--- config.mk ---
export PLATFORM = sky130hd
export DESIGN_NAME = cim_weight_bank
export DESIGN_NICKNAME = d
export VERILOG_FILES = /design/src/rtl/cim_weight_bank.sv
export SDC_FILE = /design/constraint.sdc
export NUM_CORES = 1
export LEC_CHECK = 0
export BUFFER_PORTS_ARGS = -buffer_cell sky130_fd_sc_hd__buf_2
export CAP_MARGIN = 40
export CORE_ASPECT_RATIO = 1.2
export CORE_MARGIN = 3
export CORE_UTILIZATION = 50
export CTS_BUF_LIST = sky130_fd_sc_hd__clkbuf_8
export DETAILED_ROUTE_END_ITERATION = 10
export PLACE_DENSITY = 0.68
export SETUP_SLACK_MARGIN = 0.4
export SYNTH_ARGS = -nofsm -noshare
export SYNTH_HDL_FRONTEND = slang
export SYNTH_SLANG_ARGS = --single-unit
--- constraint.sdc ---
create_clock -name clk -period 5.6 [get_ports clk]
set_input_delay 1.12 -clock clk [delete_from_list [all_inputs] [get_ports clk]]
set_output_delay 1.12 -clock clk [all_outputs]
set_load 0.02 [all_outputs]
--- src/rtl/cim_weight_bank.sv ---
// CIM weight storage bank: DEPTH words with metadata in bit 0, a burst-load FSM,
// a bulk-clear FSM and a registered 1-cycle read port with gated-zero output.
module cim_weight_bank #(
  parameter int unsigned DATA_WIDTH = 9,
  parameter int unsigned ADDR_WIDTH = 4
) (
  input  logic                  clk,
  input  logic                  rst_n,
  input  logic                  en,
  input  logic                  load_start,
  input  logic [ADDR_WIDTH-1:0] load_base,
  input  logic [ADDR_WIDTH:0]   load_len,
  input  logic                  wr_valid,
  input  logic [DATA_WIDTH-1:0] wr_data,
  output logic                  wr_ready,
  input  logic                  clear_start,
  output logic                  busy,
  output logic                  done,
  output logic                  err_cmd,
  input  logic                  rd_en,
  input  logic [ADDR_WIDTH-1:0] rd_addr,
  output logic [DATA_WIDTH-1:0] rd_data,
  output logic [DATA_WIDTH-2:0] rd_weight,
  output logic                  rd_meta,
  output logic                  rd_valid
);

  localparam int unsigned Depth = 2 ** ADDR_WIDTH;

  typedef enum logic [1:0] {StIdle, StLoad, StClear} state_e;

  state_e                state_q, state_d;
  logic [ADDR_WIDTH-1:0] addr_q, addr_d;
  logic [ADDR_WIDTH:0]   rem_q, rem_d;
  logic                  done_q, done_d;
  logic                  err_q, err_d;
  logic [DATA_WIDTH-1:0] rd_data_q;
  logic                  rd_valid_q;

  logic [DATA_WIDTH-1:0] mem_q [Depth];
  logic                  mem_we;
  logic [DATA_WIDTH-1:0] mem_wdata;

  assign wr_ready  = en && (state_q == StLoad);
  assign busy      = (state_q != StIdle);
  assign done      = done_q;
  assign err_cmd   = err_q;
  assign rd_data   = rd_data_q;
  assign rd_weight = rd_data_q[DATA_WIDTH-1:1];
  assign rd_meta   = rd_data_q[0];
  assign rd_valid  = rd_valid_q;

  // In CLEAR, addr_q doubles as the sweep counter.
  assign mem_we    = en && (((state_q == StLoad) && wr_valid) || (state_q == StClear));
  assign mem_wdata = (state_q == StClear) ? '0 : wr_data;

  always_comb begin
    state_d = state_q;
    addr_d  = addr_q;
    rem_d   = rem_q;
    done_d  = 1'b0;
    err_d   = 1'b0;
    if (en) begin
      unique case (state_q)
        StIdle: begin
          if (clear_start) begin
            state_d = StClear;
            addr_d  = '0;
            err_d   = load_start;
          end else if (load_start) begin
            if (load_len == '0) begin
              done_d = 1'b1;
            end else begin
              state_d = StLoad;
              addr_d  = load_base;
              rem_d   = load_len;
            end
          end
        end
        StLoad: begin
          err_d = load_start || clear_start;
          if (wr_valid) begin
            addr_d = addr_q + 1'b1;
            rem_d  = rem_q - 1'b1;
            if (rem_q == {{ADDR_WIDTH{1'b0}}, 1'b1}) begin
              state_d = StIdle;
              done_d  = 1'b1;
            end
          end
        end
        StClear: begin
          err_d  = load_start || clear_start;
          addr_d = addr_q + 1'b1;
          if (addr_q == {ADDR_WIDTH{1'b1}}) begin
            state_d = StIdle;
            done_d  = 1'b1;
          end
        end
        default: state_d = StIdle;
      endcase
    end
  end

  always_ff @(posedge clk or negedge rst_n) begin
    if (!rst_n) begin
      state_q <= StIdle;
      addr_q  <= '0;
      rem_q   <= '0;
      done_q  <= 1'b0;
      err_q   <= 1'b0;
    end else begin
      state_q <= state_d;
      addr_q  <= addr_d;
      rem_q   <= rem_d;
      done_q  <= done_d;
      err_q   <= err_d;
    end
  end

  // Storage is deliberately outside the reset domain so an abort keeps written words.
  always_ff @(posedge clk) begin
    if (mem_we) begin
      mem_q[addr_q] <= mem_wdata;
    end
  end

  always_ff @(posedge clk or negedge rst_n) begin
    if (!rst_n) begin
      rd_data_q  <= '0;
      rd_valid_q <= 1'b0;
    end else if (en && rd_en) begin
      rd_data_q  <= mem_q[rd_addr];
      rd_valid_q <= 1'b1;
    end else begin
      rd_data_q  <= '0;
      rd_valid_q <= 1'b0;
    end
  end

endmodule

==> run metrics, run 1 <==
run status completed; Std-Cell Rows 46; final worst path period share 0.528; Crit Path Class flop to flop; share of layout cells above drive strength 1 0.210; Worst Hold Endpoint rem_q[4]$_DFFE_PN0P_; average size of a mapped cell 15.4 sq um; Worst-Skew Late Latency 450 ps; R2R Setup Slk 2640 ps; Final setup viols 0; Reg-to-Reg Start state_q[1]$_DFFE_PN0P_; critical path startpoint category flop; port bufs slightly above 50; Initial Utilization 0.521; Max FO, Critical Path 16; grt total ovfl 0; Tightest Pin Transition 970 ps; Seq cells post-synth 167; Max VDD drop 0.211 mV; die area 15600 sq um; Synth Instances 458; Setup Fix Bufs, Post-CTS 0; CP most frequent cell nand2_1; FMAX 338 MHz; largest net degree at the start of global routing 47; CP Buf/Inv Count 1; Synth Cell Area 7050 sq um; clk root buf clkbuf_8; CP max stage delay 680 ps; CTS buffer count 17; cells along the critical path inv_1 -> ha_1 -> nand2_1 -> a21boi_0 -> nand2_1 -> nor2_1; max-cap violation count 0; Global Route Usage Sum 0.202; Worst Hold Path Cells 1; drc violations 0; register area share after synthesis 0.695; CTS clk-pin slew, worst paths 80 ps; RSZ-0062 raised after global routing false; Yosys top cell area share 0.614; CP max-delay cell nor2_1; Worst EP required between 5000 and 6000 ps; max-slew violations 0; Vias 3985; DP HPWL 10200 um; antenna viol nets, final 0; worst hold margin ~520 ps; crit end category flop; post-route clock skew 10.1 ps; htree depth 4; arrival time worst endpoint 3040 ps; # IOs 52; nets about 560; warnings from Yosys 0; maximum clock path buffer count 2; CP top delay family simple AND/OR/NAND/NOR gates; setup TNS 0 ps; WP depth 6; Area contributors post-synth edfxtp_1, mux2i_1, dfrtp_1; initial antenna violation count 0; Yosys top cell by area edfxtp_1; syn_nets approximately 500; first-pass iteration count of the detailed router 5; Crit Reg-Reg Endpoint mem_q[13][1]$_DFFE_PP_; number of hold buffers added after cts 0; PD cells 388 nW/um^2; Die W 114 um; 1st-iter DRT viols roughly 320; Clock Sinks 167; Final GP Congestion 0.897; synth unique cells 42; Die H 136 um; hold path start rem_q[4]$_DFFE_PN0P_; CTS resizes 0; Worst R2R Path Depth 6; min-delay worst type flop to flop; first-pass GRT wire length 22500 um; Slew HR 0.352; Antenna diodes 0; Core Util, Final 0.584; vias in the first global route 3939; Post-Route WL 14800 um; Layout area overhead 12.2%; min Tclk post-route 2960 ps; DR vias/cell between 5 and 6; Final Hold Viols 0; WL/cell 21.3 um; TritonCTS clock tree yes; LEAKAGE roughly 0.003 uW; core area 13500 sq um
-- flip-flops by register name, summed over array words and instances (netlist names) --
signal,flops
done,1
rd_valid,1
rem_q,5
rd_data,9
err_cmd,1
addr_q,4
state_q,2
mem_q,144
-- cells in the final DEF (no fill, tap or decap), types with 9 or more instances in the layout --
| master | n |
|---|---|
| nand3_1 | 19 |
| inv_1 | 11 |
| nand2_1 | 23 |
| edfxtp_1 | 144 |
| nand2b_1 | 9 |
| a22oi_1 | 28 |
| buf_2 | 54 |
| nor2_1 | 26 |
| ha_1 | 10 |
| clkbuf_8 | 20 |
| nor2b_1 | 15 |
| o21ai_0 | 11 |
| mux2i_1 | 63 |
| buf_4 | 10 |
| dfrtp_1 | 23 |
-- per-stage QoR --
| stage | total power, uW | cell area (sq um) | cells | worst slack [ps] |
|---|---|---|---|---|
| 2_1_floorplan | 1980 | 7050 | 458 | 2890 |
| 3_3_place_gp | 2180 | 7400 | 658 | 2230 |
| 3_5_place_dp | 2200 | 7470 | 665 | 2470 |
| 4_1_cts | 3080 | 7900 | 697 | 2610 |
| 5_1_grt | 3200 | 7900 | 697 | 2370 |
| 6_report | 3070 | 7900 | 697 | 2640 |
-- cells by family after synthesis --
logic type	Yosys count	synth area share
flip-flops	167	0.695
AND/OR/NAND/NOR	109	0.0771
multiplexers	71	0.114
AO/OA/AOI/OAI	64	0.0659
buffers and inverters	37	0.0298
adder cells (fa/ha/maj)	10	0.0178
-- where the power goes --
part           internal [uW]  switching [uW]
sequential              1510            76.6
combinational            199             383
clock                    474             425
total                   2190             884
-- synth_stat cells (all sizes together) --
library cell and count:
mux2 1, o22ai 1, nor3b 1, nand2 23, o211ai 2, a22o 2, dfrtp 23, or4 1
a2111oi 1, a21oi 9, nand3 19, inv 9, a211oi 2, and4b 1, and2 3, ha 10
a211o 1, a22oi 28, o31ai 2, nand2b 9, mux4 7, buf 19, a21boi 2, nor3 5
clkbuf 9, edfxtp 144, nand4 2, nor2 26, mux2i 63, a221oi 1, o21ai 13, nor2b 15
and3b 1, and3 2, nand3b 1
-- worst max path at each step --
stage / start / to / slack [ps]
after floorplan: wr_valid / mem_q[0][0]$_DFFE_PP_ / 2890
after global placement: wr_valid / mem_q[0][0]$_DFFE_PP_ / 2230
after detailed placement: wr_valid / mem_q[14][3]$_DFFE_PP_ / 2470
after CTS: state_q[1]$_DFFE_PN0P_ / wr_ready / 2610
after global routing: state_q[1]$_DFFE_PN0P_ / mem_q[9][4]$_DFFE_PP_ / 2370
final: state_q[1]$_DFFE_PN0P_ / mem_q[13][1]$_DFFE_PP_ / 2640
-- cell type report --
class	count	area, sq um
clock buffers	20	275
clock inverters	12	153
fillers	1006	5620
inverters	9	33.8
multi-input cells	254	1940
flip-flops and latches	167	4900
well taps	168	210
repair buffers	67	395
-- worst reg2reg max path, cell delays in order (launching register included) --
cell and delay, ps:
dfrtp_1 410, inv_1 110, ha_1 500, nand2_1 140
a21boi_0 500, nand2_1 240, nor2_1 680
-- per-layer routing --
layer,GRT usage,vias to the layer above,share of wire
met1,0.257,1963,0.40
met4,0.0673,0,0.018
met3,0.0423,20,0.053
met2,0.346,148,0.53
met5,0,-,0
li1,-,1854,-
Note: power is estimated with default switching activity, not from simulation.
==> inputs of run 2 (changes only) <==
- clock period: 5.6 -> 3 ns (I/O delays scaled with it)
==> run 2 against run 1 <==
Critical path depth down 2. Combinational power up 91%. Worst hold slack worse by 390 ps. Sequential power up 86%. Die area unchanged. Non-clock buffer count up 14. Final area up 1.6%. Wire length up 3.3%. Largest cell class unchanged. Total power up 91%. Setup slack worse by 1900 ps.
==> run metrics, run 2 (synthesized netlist as in run 1, its figures left out) <==
max-cap violation count 0 (unchanged); R2R Setup Slk 740 ps (was 2640 ps); switch share 0.286 (was 0.288); Clock Sinks 167 (unchanged); Final GP Congestion 0.922 (was 0.897); Reg-to-Reg Start state_q[1]$_DFFE_PN0P_ (unchanged); post-route clock skew 7.82 ps (was 10.1 ps); CTS clk-pin slew, worst paths 80 ps (about the same); combinational power share 0.189 (was 0.190); Tightest Pin Transition 660 ps (was 970 ps); Clk pwr share 0.307 (was 0.293); vias in the first global route 4092 (was 3939); part of the power in registers 0.505 (was 0.518); RSZ-0062 raised after global routing false (unchanged); min-delay worst type primary input to async pin (was flop to flop); maximum clock path buffer count 2 (unchanged); CTS buffer count 17 (unchanged); run status completed (unchanged); port bufs 51 (unchanged); 1st-iter DRT viols 315 (was 323); Setup Fix Bufs, Post-CTS 0 (unchanged); Crit Path Class flop to primary output (was flop to flop); Worst EP required 2400 ps (was 5680 ps); first-pass GRT wire length 22900 um (was 22500 um); setup TNS 0 ps (unchanged); core area 13500 sq um (unchanged); DR vias/cell 5.77 (was 5.72); Max FO, Critical Path 16 (unchanged); initial antenna violation count 0 (unchanged); multi-input logic area 1940 sq um (about the same); flip-flop count of the largest register after layout 144 (unchanged); commonest non-fill, non-tap cell in the layout edfxtp_1 (unchanged); FMAX roughly 440 MHz; Core Util, Final 0.593 (was 0.584); Global Route Usage Sum 0.206 (was 0.202); arrival time worst endpoint 1680 ps (was 3040 ps); PD cells 732 nW/um^2 (was 388 nW/um^2); Vias 4104 (was 3985); Layout area overhead 13.9% (was 12.2%); Antenna diodes 0 (unchanged); crit end category primary output (was flop); P_sw 1680 uW (was 884 uW); drc violations 0 (unchanged); grt total ovfl 0 (unchanged); max-slew violations 0 (unchanged); Die H 136 um (unchanged); first-pass iteration count of the detailed router 5 (unchanged); DP HPWL 10600 um (was 10200 um); final worst path period share 0.761; Slew HR 0.559 (was 0.352); TritonCTS clock tree yes (unchanged); Final setup viols 0 (unchanged); Initial Utilization 0.521 (unchanged); antenna viol nets, final 0 (unchanged); min Tclk post-route around 2300 ps; Post-Route WL 15300 um (was 14800 um); Fill cells 1004 (was 1006); Die W 114 um (unchanged); Crit Reg-Reg Endpoint mem_q[3][5]$_DFFE_PP_ (was mem_q[13][1]$_DFFE_PP_); Final Hold Viols 0 (unchanged); htree depth 4 (unchanged); WL/cell 21.5 um (was 21.3 um); # IOs 52 (unchanged); Power Internal 4190 uW (was 2190 uW); share of layout cells above drive strength 1 0.236 (was 0.210); Worst R2R Path Depth 7 (was 6); clk root buf clkbuf_8 (unchanged); nets 569 (was 555); Max VDD drop 0.444 mV (was 0.211 mV); Top reg by flops mem_q (unchanged); Sequential Area 4900 sq um (unchanged); Worst-Skew Late Latency 460 ps (was 450 ps); critical path startpoint category flop (unchanged); Std-Cell Rows 46 (unchanged); LEAKAGE 0.00306 uW (was 0.00299 uW); largest net degree at the start of global routing 28 (was 47); number of hold buffers added after cts 0 (unchanged); die area 15600 sq um (unchanged); most frequent cells in the layout edfxtp_1, mux2i_1, buf_2 (unchanged)
## run 2: critical path: stages, from the launching register on
cell and delay, ps:
dfrtp_1 410, inv_1 110, ha_2 380, and2_1 170, buf_2 160
## run 2: worst max path at each step
| stage | start | cells past startpoint | endpoint |
|---|---|---|---|
| 6_report | state_q[1]$_DFFE_PN0P_ | 4 | wr_ready |
| 5_1_grt | state_q[1]$_DFFE_PN0P_ | 7 | mem_q[3][5]$_DFFE_PP_ |
| 4_1_cts | state_q[1]$_DFFE_PN0P_ | 4 | wr_ready |
| 3_5_place_dp | state_q[1]$_DFFE_PN0P_ | 7 | mem_q[3][2]$_DFFE_PP_ |
| 3_3_place_gp | state_q[1]$_DFFE_PN0P_ | 7 | mem_q[0][4]$_DFFE_PP_ |
| 2_1_floorplan | state_q[0]$_DFFE_PN0P_ | 7 | mem_q[0][0]$_DFFE_PP_ |
## run 2: power by group through the flow
| stage | registers, uW | clock network (uW) | logic, uW |
|---|---|---|---|
| 3_5_place_dp | 3020 | 0 | 1110 |
| 6_report | 2960 | 1800 | 1110 |
| 5_1_grt | 2990 | 1930 | 1220 |
| 3_3_place_gp | 3010 | 0 | 1100 |
| 2_1_floorplan | 2970 | 0 | 727 |
| 4_1_cts | 2970 | 1840 | 1120 |
## run 2: per-stage QoR
step           std cells  hold slack, ps  setup WS (ps)  total power (uW)  area, sq um
2_1_floorplan        458             304            506              3690         7050
3_3_place_gp         679             504            469              4110         7560
3_5_place_dp         679             520            371              4130         7560
4_1_cts              711             116            509              5930         8020
5_1_grt              711             148            528              6130         8030
6_report             711             137            716              5870         8030
## run 2: area by class of cell
cell class,instances,share of cell area
clock buffers,17,0.0292
clock inverters,15,0.0284
inverters,9,0.00421
multi-input cells,254,0.241
flip-flops and latches,167,0.610
well taps,168,0.0262
repair buffers,81,0.0602
## run 2: timing repair
action	4_1_cts	5_1_grt
resized for setup	1	1
pin swaps	0	0
setup endpoints to repair	36	51
## run 2: metal layers
layer / global-route usage / vias to the layer above / share of wire
li1: - / 1881 / -
met5: 0 / - / 0
met2: 0.345 / 157 / 0.51
met4: 0.130 / 0 / 0.050
met1: 0.242 / 2024 / 0.38
met3: 0.0432 / 42 / 0.053
==> inputs of run 3 (changes only) <==
- ABC_AREA: not set -> 1
- clock period: 3 -> 2.3 ns (I/O delays scaled with it)
==> run 3 against run 2 <==
Synthesized cell count rose by 66%. Highest routed layer unchanged. Largest power group unchanged. Non-clock buffer count rose by 4. Via count rose by 31%.
==> run metrics, run 3 <==
maximum clock path buffer count 2 (unchanged); die area 16600 sq um (was 15600 sq um); Worst Hold Path Cells 3; core area 14600 sq um (was 13500 sq um); post-route clock skew 10.9 ps (was 7.82 ps); syn_nets 801 (was 497); WP depth 4 (unchanged); grt total ovfl 0 (unchanged); FMAX 525 MHz; antenna viol nets, final 0 (unchanged); DP HPWL 11800 um (was 10600 um); Crit Path Class flop to primary output (unchanged); Worst R2R Path Depth 7 (unchanged); most frequent cells in the layout nand2_1, edfxtp_1, inv_1 (was edfxtp_1, mux2i_1, buf_2); Tightest Pin Transition 649 ps (was 660 ps); share of layout cells above drive strength 1 0.158 (was 0.236); Final setup viols 0 (unchanged); Worst-Skew Late Latency 460 ps (about the same); commonest non-fill, non-tap cell in the layout nand2_1 (was edfxtp_1); run status completed (unchanged); Final Hold Viols 0 (unchanged); Yosys top cell area share 0.572 (was 0.614); Clock Sinks 167 (unchanged); first-pass iteration count of the detailed router 5 (unchanged); ys async rst share 0.138 (unchanged); Commonest cells post-synth nand2_1, edfxtp_1, inv_1 (was edfxtp_1, mux2i_1, a22oi_1); Vias 5380 (was 4104); Layout area overhead 13.1% (was 13.9%); Die W 118 um (was 114 um); Slew HR 0.567 (was 0.559); Worst EP required 1840 ps (was 2400 ps); average size of a mapped cell 9.92 sq um (was 15.4 sq um); synth unique cells 25 (was 42); met3 Track Usage GR 0.0498 (was 0.0432); Global Route Usage Sum 0.220 (was 0.206); CP max-delay cell dfrtp_2 (was dfrtp_1); 1st-iter DRT viols 540 (was 315); Initial Utilization 0.518 (was 0.521); grt peak-use layer met2 (unchanged); warnings from Yosys 0 (unchanged); Reg-to-Reg Start state_q[0]$_DFFE_PN0P_ (was state_q[1]$_DFFE_PN0P_); max-cap violation count 0 (unchanged); Worst Hold Endpoint done$_DFF_PN0_; crit path from state_q[0]$_DFFE_PN0P_ (was state_q[1]$_DFFE_PN0P_); Synth Instances 762 (was 458); Placement Cell Area 8040 sq um (was 7560 sq um); first-pass GRT wire length 27600 um (was 22900 um); total power 7460 uW (was 5870 uW); CP max stage delay 450 ps (was 410 ps); arrival time worst endpoint 1440 ps (was 1680 ps); Antenna diodes 0 (unchanged); Top FF cell, synth edfxtp_1 (unchanged); worst hold margin 285 ps (was 137 ps); register area share after synthesis 0.648 (was 0.695); drc violations 0 (unchanged); CP Buf/Inv Count 3 (was 2); nets 868 (was 569); min-delay worst type primary input to flop (was primary input to async pin); flip-flop count of the largest register after layout 144 (unchanged); PD cells 873 nW/um^2 (was 732 nW/um^2); Max VDD drop 0.555 mV (was 0.444 mV); DR vias/cell 5.16 (was 5.77); most common cell in the netlist nand2_1 (was edfxtp_1); vias in the first global route 5186 (was 4092); crit end category primary output (unchanged); Std-Cell Rows 48 (was 46); hold path start load_start; TritonCTS clock tree yes (unchanged); htree depth 4 (unchanged); met2 track demand over resource 0.370 (was 0.345); fin area 8550 sq um (was 8030 sq um); CTS clk-pin slew, worst paths 80 ps (about the same); largest net degree at the start of global routing 73 (was 28); CTS buffer count 17 (unchanged); final worst path period share 0.828; Synth Cell Area 7560 sq um (was 7050 sq um); initial antenna violation count 0 (unchanged); port bufs 51 (unchanged); M1 GR Usage 0.270 (was 0.242); # IOs 52 (unchanged); DP Cell Count 1005 (was 679); Yosys top cell by area edfxtp_1 (unchanged); cells along the critical path inv_2 -> ha_2 -> inv_1 -> buf_2 (was inv_1 -> ha_2 -> and2_1 -> buf_2); RSZ-0062 raised after global routing true (was false); critical path startpoint category flop (unchanged); Final GP Congestion 0.883 (was 0.922); EDFF count, synth 144 (unchanged); CP top delay family flip-flops (unchanged); Seq cells post-synth 167 (unchanged); LEAKAGE 0.00386 uW (was 0.00306 uW); Post-Layout Cell Count 1042 (was 711); min Tclk post-route 1900 ps; clk root buf clkbuf_8 (unchanged); Max FO, Critical Path 4 (was 16); Post-Route WL 17800 um (was 15300 um); Area contributors post-synth edfxtp_1, nand2_1, dfrtp_1 (was edfxtp_1, mux2i_1, dfrtp_1); R2R Setup Slk 450 ps (was 740 ps); Top reg by flops mem_q (unchanged); Die H 141 um (was 136 um); setup TNS 0 ps (unchanged); max-slew violations 0 (unchanged); WL/cell 17.1 um (was 21.5 um); Crit Reg-Reg Endpoint mem_q[10][5]$_DFFE_PP_ (was mem_q[3][5]$_DFFE_PP_)
run 3: cell families (layout without fill, tap and decap cells):
group,count (synthesis),after routing,share of synthesized area
simple gates,400,400,0.218
fa+ha+maj,10,10,0.0166
compound gates,33,33,0.0222
xor+xnor,1,1,0.00116
mux,1,1,0.00132
flops,167,167,0.648
buf+inv,150,230,0.0930
run 3: repair_timing:
item                                    in CTS  in global routing
pin swaps                                    0                  1
resized for setup                            7                 12
hold buffers                                 1                  0
buffers inserted                             1                  3
endpoints found under the setup margin      83                111
endpoints found under the hold margin       23                  0
run 3: tightest hold or removal path, stage by stage:
cell and delay (ps):
buf_2 120, nand2_1 60, a31oi_1 70
run 3: how the worst max path moves through the flow:
stage | to | slack, ps
final | busy | 400
after global routing | busy | 340
after CTS | wr_ready | 300
after detailed placement | mem_q[5][2]$_DFFE_PP_ | 310
after global placement | mem_q[9][2]$_DFFE_PP_ | 380
after floorplan | mem_q[12][0]$_DFFE_PP_ | 340
run 3: metrics by stage:
step	worst slack (ps)	utilization
2_1_floorplan	337	-
3_3_place_gp	378	0.551
3_5_place_dp	311	0.551
4_1_cts	299	0.581
5_1_grt	338	0.586
6_report	395	0.586
run 3: power breakdown:
group | switching (uW) | internal, uW | leakage (uW)
sequential | 108 | 3630 | 0.00160
combinational | 1110 | 481 | 0.00203
clock | 989 | 1140 | 0.000224
run 3: routing by layer:
metal  share of wire  up-vias
li1                -     2583
met1            0.41     2548
met2            0.50      206
met3           0.063       43
met4           0.035        0
met5               0        -
run 3: area by class of cell:
class	instances	area [sq um]
Tap cell	200	250
Multi-Input combinational cell	445	2020
Timing Repair Buffer	85	536
Clock buffer	20	275
Sequential cell	167	4900
Fill cell	1279	6050
Clock inverter	12	134
Inverter	113	429
